==> src/rtl/alu_pkg.sv <==
// alu_pkg: shared ALU width, ALU control codes, arbiter FSM states and control-code legality check
package alu_pkg;
    localparam int DATA_W = 16;
    localparam logic [3:0] ALU_AND  = 4'b0000;
    localparam logic [3:0] ALU_OR   = 4'b0001;
    localparam logic [3:0] ALU_ADD  = 4'b0010;
    localparam logic [3:0] ALU_SUB  = 4'b0110;
    localparam logic [3:0] ALU_SLT  = 4'b0111;
    localparam logic [3:0] ALU_NOR  = 4'b1100;
    localparam logic [3:0] ALU_NAND = 4'b1101;
    typedef enum logic [1:0] {IDLE, EXEC, RESP} state_t;
    function automatic logic is_legal_ctrl(input logic [3:0] ctrl);
        return ctrl inside {ALU_AND, ALU_OR, ALU_ADD, ALU_SUB, ALU_SLT, ALU_NOR, ALU_NAND};
    endfunction
endpackage

==> src/rtl/rr_arbiter.sv <==
// rr_arbiter: combinational round-robin pick of the first set request at or above ptr, wrapping
module rr_arbiter #(
    parameter int NUM_REQ = 2,
    localparam int IDX_W = $clog2(NUM_REQ)
) (
    input  logic [NUM_REQ-1:0] req,
    input  logic [IDX_W-1:0]   ptr,
    output logic [NUM_REQ-1:0] gnt,
    output logic [IDX_W-1:0]   idx
);
    logic [IDX_W-1:0] cand;
    // Scan offsets from farthest to nearest so the requester closest above ptr wins last
    always_comb begin
        gnt = '0;
        idx = '0;
        cand = '0;
        for (int k = NUM_REQ - 1; k >= 0; k--) begin
            cand = IDX_W'((int'(ptr) + k) % NUM_REQ);
            if (req[cand]) begin
                gnt = '0;
                gnt[cand] = 1'b1;
                idx = cand;
            end
        end
    end
endmodule

==> src/rtl/alu_arbiter.sv <==
// alu_arbiter: round-robin sharing of one combinational ALU among NUM_REQ requesters, one op in flight.
// Define ALU_ARB_ILLEGAL_OP_EN to add rsp_err and squash results of unknown control codes.
module alu_arbiter #(
    parameter int NUM_REQ = 2,
    parameter int DATA_W  = alu_pkg::DATA_W
) (
    input  logic                      clk,
    input  logic                      reset,
    input  logic [NUM_REQ-1:0]        req_valid,
    output logic [NUM_REQ-1:0]        req_ready,
    input  logic [NUM_REQ*DATA_W-1:0] req_a,
    input  logic [NUM_REQ*DATA_W-1:0] req_b,
    input  logic [NUM_REQ*4-1:0]      req_ctrl,
    output logic [NUM_REQ-1:0]        rsp_valid,
    input  logic [NUM_REQ-1:0]        rsp_ready,
    output logic [DATA_W-1:0]         rsp_result,
    output logic                      rsp_zero,
`ifdef ALU_ARB_ILLEGAL_OP_EN
    output logic                      rsp_err,
`endif
    output logic [DATA_W-1:0]         alu_a,
    output logic [DATA_W-1:0]         alu_b,
    output logic [3:0]                alu_ctrl,
    input  logic [DATA_W-1:0]         alu_out,
    input  logic                      alu_zero,
    output logic                      busy
);
    import alu_pkg::*;
    localparam int IDX_W = $clog2(NUM_REQ);
    state_t state, state_nx;
    logic [NUM_REQ-1:0] gnt;
    logic [IDX_W-1:0] gnt_idx, owner, ptr;
    logic [3:0] gnt_ctrl;
    rr_arbiter #(.NUM_REQ(NUM_REQ)) u_rr (
        .req(req_valid),
        .ptr(ptr),
        .gnt(gnt),
        .idx(gnt_idx)
    );
    assign gnt_ctrl = req_ctrl[gnt_idx*4 +: 4];
    // State register
    always_ff @(posedge clk)
        state <= reset ? IDLE : state_nx;
    // Grant when any request is valid, spend one cycle on the ALU, then wait for the owner to accept
    always_comb
        state_nx = (state == IDLE) ? (|req_valid ? EXEC : IDLE) :
                   (state == EXEC) ? RESP :
                   (rsp_ready[owner] ? IDLE : RESP);
    // Handshake outputs decoded from state; the response belongs to the registered owner
    always_comb begin
        req_ready = (state == IDLE) ? gnt : '0;
        rsp_valid = (state == RESP) ? NUM_REQ'(1) << owner : '0;
        busy = state != IDLE;
    end
    // Operand registers load at grant; response registers load from the ALU during EXEC
    always_ff @(posedge clk) begin
        if (reset) begin
            ptr <= '0;
            owner <= '0;
            alu_a <= '0;
            alu_b <= '0;
            alu_ctrl <= ALU_AND;
            rsp_result <= '0;
            rsp_zero <= 1'b0;
`ifdef ALU_ARB_ILLEGAL_OP_EN
            rsp_err <= 1'b0;
`endif
        end else begin
            if (state == IDLE && |req_valid) begin
                alu_a <= req_a[gnt_idx*DATA_W +: DATA_W];
                alu_b <= req_b[gnt_idx*DATA_W +: DATA_W];
                alu_ctrl <= gnt_ctrl;
                owner <= gnt_idx;
                ptr <= (gnt_idx == IDX_W'(NUM_REQ - 1)) ? '0 : gnt_idx + 1'b1;
`ifdef ALU_ARB_ILLEGAL_OP_EN
                rsp_err <= !is_legal_ctrl(gnt_ctrl);
`endif
            end
            if (state == EXEC) begin
`ifdef ALU_ARB_ILLEGAL_OP_EN
                rsp_result <= rsp_err ? '0 : alu_out;
                rsp_zero <= !rsp_err && alu_zero;
`else
                rsp_result <= alu_out;
                rsp_zero <= alu_zero;
`endif
            end
        end
    end
endmodule

==> config.mk <==
export PLATFORM = sky130hd
export DESIGN_NAME = alu_arbiter
export DESIGN_NICKNAME = d
export VERILOG_FILES = /design/src/rtl/alu_pkg.sv /design/src/rtl/rr_arbiter.sv /design/src/rtl/alu_arbiter.sv
export SDC_FILE = /design/constraint.sdc
export NUM_CORES = 1
export LEC_CHECK = 0
export CAP_MARGIN = 25
export CORE_MARGIN = 3
export CORE_UTILIZATION = 35
export CTS_CLUSTER_DIAMETER = 50
export CTS_CLUSTER_SIZE = 30
export DETAILED_ROUTE_END_ITERATION = 7
export PLACE_DENSITY_LB_ADDON = 0.05
export RECOVER_POWER = 25
export SLEW_MARGIN = 10
export SYNTH_ARGS = -nofsm -noshare
export SYNTH_HDL_FRONTEND = slang
export SYNTH_HIERARCHICAL = 1
export SYNTH_SLANG_ARGS = --single-unit
==> constraint.sdc <==
create_clock -name clk -period 1.9 [get_ports clk]
set_input_delay 0.285 -clock clk [delete_from_list [all_inputs] [get_ports clk]]
set_output_delay 0.285 -clock clk [all_outputs]
set_load 0.03 [all_outputs]
==> impl_metrics.toml <==
[synthesis]
ys.flop_type = "dfxtp_1"
synth_area_per_cell_um2 = 9.47
syn-cell-area_mm2 = 0.00251
synth.distinct_cells = 27
syn-num-nets = 360
synth_common_cells = "dfxtp_1 (57), a21oi_1 (56), mux2i_1 (37)"
yosys.area.top_type = "dfxtp_1"
synth_cells = 265
ys_warn_count = 6
synth_edf_count = 0
synth_seq_cells = 57
synth.most_common_cell = "dfxtp_1"
synth.top_cell.area_share_pct = 45.5
async_flop_share_pct = 0
synth_area_leaders = "dfxtp_1 (45%), mux2i_1 (15%), a21oi_1 (11%)"
ys_seq_area_share_pct = 45.5

[grt]
grt_pass1_wl_um = 12000
grt_overflow = 0
antenna_found_initial = 0
grt_use_total_pct = 18.0
grt_pass1_vias = 2490
grt_max_degree = 58

[finish]
antenna_cells = 0
nets = 506
stdcell_area_mm2 = 0.00429
drive_gt1_share_pct = 7.69
fill_cells = 636
syn2layout_area_growth_pct = 70.9
post-route-util_pct = 62.4

[detailed_routing]
routed_wl_um = 7330
wl_per_cell_um = 14.3
drtAntennaViolNets = 0
firstDrtPassIters = 4
via_per_inst = 4.83
drtIter0Drc = 78
num_vias = 2473
route.detailed.drc = 0

[worst_setup_path]
reg2reg_slack_ps = 460
r2r_cells = 5
path_cells = "nor2_4 > buf_6 > and2_1 > buf_4"
r2r-end = "alu_a[8]$_SDFFE_PP0P_"
critPathLaunchType = "register"
cp_data_arrival_time_ps = 1530
cp.required_ps = 1620
crit_path_top_delay_cell = "dfxtp_1"
crit_start = "state[1]$_SDFF_PP0_"
slowest_delay_ps = 370
crit_path_max_fanout = 40
r2r_start = "ptr$_SDFFE_PP0P_"
critPathKind = "register to output port"
endpoint = "req_ready[1]"
end_kind = "output port"

[sta]
fin_setup_tns_ps = 0
worst_pin_slew_ps = 639
rsz0062_at_grt = "no"
finClkSkew_ps = 4.25
maxSlewViolCount = 0
holdWs_ps = 430
hold_viol = 0
max_slew_margin_pct = 57.4
fin_crit_ps = 1810
post-route-period-util_pct = 95.4
setup_viol = 0
fmax_ghz = 0.552

[floorplanning]
start_util_pct = 36.5
die_w_um = 90.7
dieArea_mm2 = 0.00822
rows = 30
die_h_um = 90.7
coreArea_mm2 = 0.00687
num_io_pins = 153

[power_and_ir_drop]
total_power_uw = 3790
ir_drop_mv = 0.345
power_density_mw_per_mm2 = 884
cellLeakagePower_uw = 0.00160

[min_path]
hold_class = "primary input to register"
min-delay-start = "reset"

[placed_design]
gp_congestion = 0.718
place_area_mm2 = 0.00408
place.detailed.hpwl_um = 5140
io_buffers = 152

[clocking]
cts_buffers = 9
post_cts_buffers = 0
root_buffer = "clkbuf_8"
clkLatencyLatePin_ps = 330
clkTransAtPathRegs_ps = 70
clock_sinks = 57
cts_tree = "done"
h-tree-depth = 3
clockBufferDepth = 2

[run_status]
status = "finished, final reports clean"

[flow_run]
maxCapViolCount = 0
timing repair:
action,CTS,global route
endpoints found under the hold margin,0,0
hold buffers,0,0
endpoints found under the setup margin,5,0
gates resized for setup,4,0
cell families after synthesis:
| group | share of synthesized area [%] |
|---|---|
| simple gates | 9.03 |
| mux | 14.8 |
| buf+inv | 7.28 |
| flops | 45.5 |
| compound gates | 23.4 |
per-stage QoR:
step           worst slack [ps]  instances
5_1_grt                    12.7        512
6_report                   87.6        512
4_1_cts                    73.2        512
3_3_place_gp                141        496
3_5_place_dp               96.2        496
2_1_floorplan               449        265
sequential cells by signal, indices dropped and copies added (netlist names):
name        cells
ptr             1
alu_a          16
state           2
rsp_zero        1
owner           1
alu_b          16
rsp_result     16
alu_ctrl        4
power breakdown:
part | leakage (µW) | internal [µW] | switching [µW]
combinational | 0.00102 | 560 | 620
sequential | 0.000471 | 1330 | 67.7
clock | 0.000106 | 731 | 485
total | 0.00160 | 2620 | 1170
critical path: cells and delay by family, from the launching register on:
| family | cells | cell delay, ps |
|---|---|---|
| and+or+nand+nor | 2 | 340 |
| DFF | 1 | 370 |
| buffers and inverters | 2 | 470 |
worst min-delay path by stage:
stage,slack [ps],to,cells past startpoint
6_report,430,state[1]$_SDFF_PP0_,3
3_5_place_dp,450,rsp_zero$_SDFFE_PP0N_,2
5_1_grt,440,state[1]$_SDFF_PP0_,3
4_1_cts,410,state[1]$_SDFF_PP0_,3
3_3_place_gp,440,rsp_result[5]$_SDFFE_PP0N_,2
2_1_floorplan,420,rsp_result[0]$_SDFFE_PP0N_,2
area by class of cell:
class	instances	area [µm²]	area share [%]
timing repair buffer	161	1610	37.6
sequential	57	1140	26.6
multi-input combinational	180	1190	27.8
clock inverter	6	82.6	1.93
clock buffer	10	128	2.98
inverter	2	10.0	0.233
tap	96	120	2.80
placed cells by master (no fill, tap or decap), drive strengths merged, types with 2 or more instances in the layout:
master,synthesis,layout
a211oi,37,37
a21boi,2,2
a21oi,56,56
and2,2,2
buf,20,10
bufinv,0,2
clkbuf,6,12
clkdlybuf4s50,0,145
clkinv,0,3
dfxtp,57,57
dlygate4sd2,0,3
inv,2,2
mux2i,37,37
nand2,34,34
nor2,4,4
routing by layer:
layer / vias to the layer above / wire length, µm / global-route usage (%)
met1: 1116 / 3120 / 22.6
li1: 1245 / - / -
met4: 0 / 81 / 6.89
met3: 7 / 731 / 6.75
met5: - / 0 / 0
met2: 105 / 3390 / 28.0
Power figures use the tool's default switching activity.
